<file path="src/rtl/bitbakery_frame_tx.sv">
`default_nettype none
// ------------------------------------------------------------------------
// bitbakery_frame_tx : framed UART transmitter (START, payload, [checksum], END)
// Checksum byte enabled by defining BITBAKERY_FRAME_TX_CHECKSUM_EN.  Rev 1.0
// ------------------------------------------------------------------------
module bitbakery_frame_tx #(
  parameter int         N_BYTES      = 131,
  parameter int         CLKS_PER_BIT = 434,
  parameter int         PARITY_MODE  = 1,
  parameter logic [7:0] START_BYTE   = 8'hFF,
  parameter logic [7:0] END_BYTE     = 8'hFE
) (
  input  logic                 clock,
  input  logic                 reset,
  input  logic                 iniciar,
  input  logic [N_BYTES*8-1:0] payload,
  output logic                 saida_serial,
  output logic                 ocupado,
  output logic                 pronto,
  output logic [7:0]           byte_idx,
  output logic [3:0]           db_estado
);

  localparam int                TICK_W       = $clog2(CLKS_PER_BIT);
  localparam logic [TICK_W-1:0] TICK_LAST    = TICK_W'(CLKS_PER_BIT - 1);
  localparam logic [8:0]        PAYLOAD_LAST = 9'(N_BYTES);
`ifdef BITBAKERY_FRAME_TX_CHECKSUM_EN
  localparam logic [8:0]        LAST_IDX     = 9'(N_BYTES + 2);
`else
  localparam logic [8:0]        LAST_IDX     = 9'(N_BYTES + 1);
`endif

  typedef enum logic [3:0] {
    S_IDLE  = 4'd0,
    S_START = 4'd1,
    S_DATA  = 4'd2,
    S_PAR   = 4'd3,
    S_STOP  = 4'd4,
    S_NEXT  = 4'd5,
    S_DONE  = 4'd6
  } state_t;

  state_t               state;
  state_t               state_nx;
  logic [TICK_W-1:0]    tick;
  logic [2:0]           bit_cnt;
  logic [8:0]           byte_cnt;
  logic [N_BYTES*8-1:0] shadow;
  logic [7:0]           cur_byte;
  logic                 tick_wrap;
  logic                 par_bit;
  logic                 accept;
  logic                 byte_end;

`ifdef BITBAKERY_FRAME_TX_CHECKSUM_EN
  logic [7:0] csum;
  logic [7:0] csum_in;

  always_comb begin
    csum_in = '0;
    for (int k = 0; k < N_BYTES; k++) begin
      csum_in = csum_in ^ payload[8*k +: 8];
    end
  end
`endif

  assign tick_wrap = (tick == TICK_LAST);
  assign accept    = (state == S_IDLE) && iniciar;
  assign byte_end  = (state == S_STOP) && tick_wrap;
  assign byte_idx  = byte_cnt[7:0];
  assign db_estado = state;

  // Payload bytes are consumed from the bottom of the shifting snapshot.
  always_comb begin
    cur_byte = END_BYTE;
    if (byte_cnt == 9'd0) begin
      cur_byte = START_BYTE;
    end else if (byte_cnt <= PAYLOAD_LAST) begin
      cur_byte = shadow[7:0];
`ifdef BITBAKERY_FRAME_TX_CHECKSUM_EN
    end else if (byte_cnt == PAYLOAD_LAST + 9'd1) begin
      cur_byte = csum;
`endif
    end
  end

  assign par_bit = (PARITY_MODE == 2) ? ~^cur_byte : ^cur_byte;

  always_comb begin
    state_nx     = state;
    saida_serial = 1'b1;
    ocupado      = 1'b0;
    pronto       = 1'b0;
    case (state)
      S_IDLE: begin
        if (iniciar) state_nx = S_START;
      end
      S_START: begin
        saida_serial = 1'b0;
        ocupado      = 1'b1;
        if (tick_wrap) state_nx = S_DATA;
      end
      S_DATA: begin
        saida_serial = cur_byte[bit_cnt];
        ocupado      = 1'b1;
        if (tick_wrap && (bit_cnt == 3'd7)) begin
          state_nx = (PARITY_MODE == 0) ? S_STOP : S_PAR;
        end
      end
      S_PAR: begin
        saida_serial = par_bit;
        ocupado      = 1'b1;
        if (tick_wrap) state_nx = S_STOP;
      end
      // The NEXT decision is folded into the last stop-bit cycle so bytes abut.
      S_STOP: begin
        ocupado = 1'b1;
        if (tick_wrap) state_nx = (byte_cnt == LAST_IDX) ? S_DONE : S_START;
      end
      S_DONE: begin
        pronto   = 1'b1;
        state_nx = S_IDLE;
      end
      default: state_nx = S_IDLE;
    endcase
  end

  always_ff @(posedge clock) begin
    if (!reset) begin
      state    <= S_IDLE;
      tick     <= '0;
      bit_cnt  <= '0;
      byte_cnt <= '0;
      shadow   <= '0;
`ifdef BITBAKERY_FRAME_TX_CHECKSUM_EN
      csum     <= '0;
`endif
    end else begin
      state <= state_nx;

      if ((state == S_IDLE) || (state == S_DONE) || tick_wrap) begin
        tick <= '0;
      end else begin
        tick <= tick + 1'b1;
      end

      if (state != S_DATA) begin
        bit_cnt <= '0;
      end else if (tick_wrap) begin
        bit_cnt <= bit_cnt + 3'd1;
      end

      if (accept) begin
        byte_cnt <= '0;
        shadow   <= payload;
`ifdef BITBAKERY_FRAME_TX_CHECKSUM_EN
        csum     <= csum_in;
`endif
      end else if (byte_end && (byte_cnt != LAST_IDX)) begin
        byte_cnt <= byte_cnt + 9'd1;
        if (byte_cnt != 9'd0) shadow <= shadow >> 8;
      end
    end
  end

endmodule
`default_nettype wire

</file>
<file path="config.mk">
export PLATFORM = sky130hd
export DESIGN_NAME = bitbakery_frame_tx
export DESIGN_NICKNAME = d
export VERILOG_FILES = /design/src/rtl/bitbakery_frame_tx.sv
export SDC_FILE = /design/constraint.sdc
export NUM_CORES = 2
export LEC_CHECK = 0
export CORE_AREA = 2 2 418 420
export DETAILED_ROUTE_END_ITERATION = 6
export DIE_AREA = 0 0 420 422
export DONT_BUFFER_PORTS = 1
export PLACE_DENSITY = 0.36
export SETUP_SLACK_MARGIN = 0.1
export SLEW_MARGIN = 20
export SYNTH_ARGS = -nofsm -noshare
export SYNTH_HDL_FRONTEND = slang
export SYNTH_SLANG_ARGS = --single-unit
</file>
<file path="constraint.sdc">
create_clock -name clock -period 2.4 [get_ports clock]
set_input_delay 0.48 -clock clock [delete_from_list [all_inputs] [get_ports clock]]
set_output_delay 0.48 -clock clock [all_outputs]
set_load 0.005 [all_outputs]
</file>
---- Yosys cells after proc, flatten, opt, wreduce, memory -nomap -nowiden ----
Cells that the tools add are included.
cells by class
  add/sub/neg operators ................... 3
  $mul .................................... 0
  div/mod/pow operators ................... 0
  $lt $le $gt $ge ......................... 2
  eq/ne operators ......................... 15
  shift operators ......................... 0
  mux-type cells .......................... 17
  bitwise gates (word level) .............. 1
  reductions and logical operators ........ 18
operators by type and width
  cell                                                                               count
  1048-bit 2-to-1 mux                                                                3
  4-bit 2-to-1 mux                                                                   5
  4-bit one-hot mux with 5 select lines                                              1
  9-bit by 1-bit adder with 9-bit output (second input constant)                     2
  8-bit 2-to-1 mux                                                                   2
  2-bit inequality test (second input constant)                                      5
  9-bit by 8-bit equality test with 1-bit output (second input constant)             1
  9-bit equality test (second input constant)                                        1
  9-bit by 8-bit less-or-equal comparator with 1-bit output (second input constant)  1
  9-bit logical NOT                                                                  1
  9-bit by 8-bit inequality test with 1-bit output (second input constant)           1
  9-bit nonzero test                                                                 1
  4-bit by 2-bit equality test with 1-bit output (second input constant)             2
  4-bit by 3-bit equality test with 1-bit output (second input constant)             2
  8-bit XOR reduction                                                                1
  2-bit OR reduction                                                                 3
  5-bit AND reduction                                                                1
  4-bit by 1-bit equality test with 1-bit output (second input constant)             1
  1-bit logical AND                                                                  4
  4-bit logical NOT                                                                  1
  3-bit by 4-bit less-than comparator with 1-bit output (second input constant)      1
  4-bit by 2-bit inequality test with 1-bit output (second input constant)           1
  2-bit nonzero test                                                                 2
  4-bit OR reduction                                                                 1
  other kinds (9)                                                                    12
word-level totals
  flip-flop bits (word level) ............. 1073
  bits in latches ......................... 0
  memory bits (writable) .................. 0
  ROM bits ................................ 0
  input bits .............................. 1051
  output and inout bits ................... 15
  memories kept ........................... 0

---- Longest topological paths before layout ----
  word-level depth ........................ 6
  mapped depth ............................ 12

---- Worst setup path before layout ----
OpenSTA, ideal clock, no wires.
  kind .................................... register -> output
  start point ............................. register byte_cnt[0]
  end point ............................... output port saida_serial
  data arrival time ....................... 1.736 ns
  required time ........................... 1.920 ns
  setup slack ............................. 0.184 ns
  stages on the path, launching flop included .. 7
  buffers on the path ..................... 0
  path through ............................ dfxtp_1 -> ha_1 -> nand3b_1 -> a31o_2 -> a2111oi_0 -> o21ai_0 -> a211o_1
between the ends
  longest elaborated chain between the ends .. 6
  elaborated cells between the ends (all ways) .. 8
  those cells by class .................... 1 x order compare; 5 x mux; 2 x reduce/logical
ends and longest elaborated chain
  item                                                       RTL line  source
  start: declaration                                         47        logic [8:0] byte_cnt;
  start signal: assignment                                   160       byte_cnt <= byte_cnt + 9'd1;
  9-bit by 8-bit less-or-equal comparator with 1-bit output  78        end else if (byte_cnt <= PAYLOAD_LAST) begin
  8-bit 2-to-1 mux                                           78
  8-bit 2-to-1 mux *                                         76        if (byte_cnt == 9'd0) begin
  1-bit binary-select mux with 3-bit select                  104       saida_serial = cur_byte[bit_cnt];
  1-bit 2-to-1 mux (not written as such)                     104
  1-bit one-hot mux with 3 select lines *                    94        case (state)
  end: declaration                                           17        output logic saida_serial,
Every way passes the cells marked *; elsewhere a longest branch is shown, timed or not. The select of a mux whose other input is x is not followed.

---- Final worst setup path ----
Same ends and word-level chain as after synthesis.

==> out/metrics.cfg <==
[power]
p_leak_uw = 0.0234
seq_power_share_pct = 43.1
p_sw_uw = 18600
p_int_uw = 40900
swShare_pct = 31.2
pwr-share-comb_pct = 22.1
vdd_drop_max_uv = 602
powerDensity_nw_per_um2 = 887
clkPwrFrac_pct = 34.8

[clock_tree]
path_clk_slew_ns = 0.06
htree_levels = 4
cts_tree = done
cts_made_buffers = 138
cts_root_buf = clkbuf_16
clock-sinks = 1072
clk_path_buf_depth = 3
clk-insertion-delay-late_ns = 0.79

[setup_path]
end_kind = output pin
crit_required_ns = 1.92
critPathMaxFanout = 3
crit_path_start_kind = register
critPathKind = reg -> out
arrival_ns = 2.58

[synth]
synth_top_area_share_pct = 48.0
ys_types = 47
ys_seq_area_share_pct = 48.0
ys_warn_count = 0
ys_async_sr_fraction_pct = 0
synth_top_area_cell = dfxtp_1
synthCells = 6001
ys_ff_latch = 1072
synth_ff_type = dfxtp_1
synth.avg_cell_area_um2 = 7.46
synth_area_leaders = dfxtp_1 (48%), nand2_1 (18%), a31oi_1 (15%)
synth_nets = 7058
synth-edff-count = 0
synth_area_um2 = 44700

[floorplan]
core_area_um2 = 173000
start_util_pct = 25.9
die_w_um = 420
rows = 153
die_y_um = 422
die-area_um2 = 177000
ios = 1066

[place]
dp_hpwl_mm = 126
dpl.cell_count = 7914
numPortBuffers = 0
gp_congestion = 0.801

[final_layout]
final_common_cell = nand2_1
nFillCells = 18100
layout.nets = 8119
multi_input_area_um2 = 20700
fin_cells = 9578
final_layout_size_suffix_gt1_share_pct = 7.29
syn_to_final_growth_pct = 49.8
mostFrequentLayoutCells = nand2_1 (2,095), dlygate4sd3_1 (1,229), dfxtp_1 (1,069)
regArea_um2 = 21500

[grt]
grt_use_total_pct = 20.6
grt_pass1_wl_mm = 286
antenna_found_initial = 91
first_global_vias = 46700
grt_max_degree = 935
grt-ovfl-total = 0

[detailed_routing]
routedWlPerCell_um = 20.9
ant_nets = 0
vias = 47700
first_pass_iters = 6
post-route-drc-count = 0
wirelength_mm = 200
vias_per_cell = 4.97
drt_iter0_drc = 3340

[sta]
hold_viol_final = 0
fin_crit_sh_pct = 127
fin_crit_ns = 3.06
grt_setup_unrepaired = yes
setup_ws_ns = -0.656
setup_viol = 7
clock_skew_ns = 0.0301
worst_hold_slack_ns = 0.0583
drv_slew = 0
maxSlewHeadroom_pct = 41.2
timing.fmax_ghz = 0.327
worst_slew_pin_slew_ns = 0.882

[run_status]
status = finished, violations left
violations = setup timing

[hold_path]
hp-class = in -> reg

[flow_run]
cap_violations = 0

-- area by class of cell --
cell class / count / area share, %
Tap cell: 2325 / 4.34
Antenna cell: 90 / 0.336
Timing Repair Buffer: 1519 / 25.7
Inverter: 5 / 0.0280
Multi-Input combinational cell: 4326 / 31.0
Clock buffer: 213 / 6.26
Clock inverter: 28 / 0.405
Sequential cell: 1072 / 32.0
-- power by group through the flow --
| stage | combinational, uW | clock (uW) | sequential, uW |
|---|---|---|---|
| floorplan | 7850 | 0 | 24900 |
| global placement | 10200 | 0 | 25900 |
| detailed placement | 10300 | 0 | 25900 |
| CTS | 12700 | 21300 | 25600 |
| global route | 14800 | 22000 | 26200 |
| finish | 13100 | 20700 | 25600 |
-- critical path, cell delays in order, from the launching register on --
cell       delay [ns]
dfxtp_4          0.37
ha_4             0.16
nand3b_1         0.16
a31o_4           0.27
a2111oi_4        0.28
buf_4            0.16
o21ai_2          0.04
a211o_1          0.35
-- cells in the mapped netlist (2+ instances only) --
library cell  instances
nand3_1              17
buf_2                98
ha_1                  6
inv_1                 5
and4_1                2
clkbuf_1            417
o21ai_0            1045
buf_6                 3
a21boi_0              9
dfxtp_1            1072
nor2_1               27
o22ai_1               2
mux2i_1               2
xnor2_1              23
xor2_1                3
a31oi_1            1040
nand2_1            2099
a21oi_1               6
nor2b_1               4
buf_1                 8
nor3b_1               4
and3_1                3
a2111oi_0             2
nor3_1                3
buf_4                72
nand4_1               7
nand3b_1              2
-- final timing paths --
kind,startpoint,end,slack [ns],cells after the start
worst max register to register,byte_cnt[0],shadow[942],-0.02,13
worst min-delay path,payload[385],shadow[385],0.06,2
worst min register to register,shadow[1045],shadow[1037],0.45,2
worst max-delay path,byte_cnt[0],saida_serial,-0.66,7
-- logic make-up after synthesis --
group                      Yosys count  synth area share, %
DFF                               1072                 48.0
buffers and inverters              603                 5.99
other                                1              0.00838
and+or+nand+nor                   2178                 18.6
AOI/OAI and AO/OA                 2111                 26.6
adders and majority gates            6                0.168
muxes                                4                0.120
xor gates and xnor gates            26                0.509
-- through the flow --
step | power (uW) | utilization, % | TNS (ns) | worst slack (ns) | area [um2]
after floorplan | 32700 | - | 0 | 0.184 | 44700
final | 59500 | 38.8 | -0.704 | -0.656 | 67000
after CTS | 59500 | 37.7 | -0.770 | -0.770 | 65200
after global routing | 63000 | 38.8 | -31.69 | -0.759 | 67000
after global placement | 36100 | 27.5 | -7.78 | -0.297 | 47500
after detailed placement | 36200 | 27.5 | -12.84 | -0.236 | 47500
-- flip-flops by register name, summed over array words and instances, names as in the netlist --
| register | count |
|---|---|
| shadow | 1048 |
| byte_cnt | 9 |
| tick | 9 |
| bit_cnt | 3 |
| db_estado | 3 |
-- per-layer routing --
| layer | global-route usage, % | wire [um] | up-vias | part of all wire [%] |
|---|---|---|---|---|
| met5 | 0 | 55 | - | 0.027 |
| li1 | - | - | 23200 | - |
| met3 | 4.03 | 9970 | 317 | 5.0 |
| met1 | 24.9 | 84400 | 22900 | 42 |
| met2 | 35.3 | 99600 | 1286 | 50 |
| met4 | 8.48 | 6160 | 10 | 3.1 |
-- repair_timing --
action / 4_1_cts / 5_1_grt
setup endpoints to repair: 1031 / 603
setup buffers: 24 / 15
pin swaps: 7 / 85
hold buffers: 1229 / 1
cloned: 14 / 47
endpoints found under the hold margin: 1035 / 3
resized for setup: 49 / 41
No activity file was read; power rests on OpenSTA's default activity.
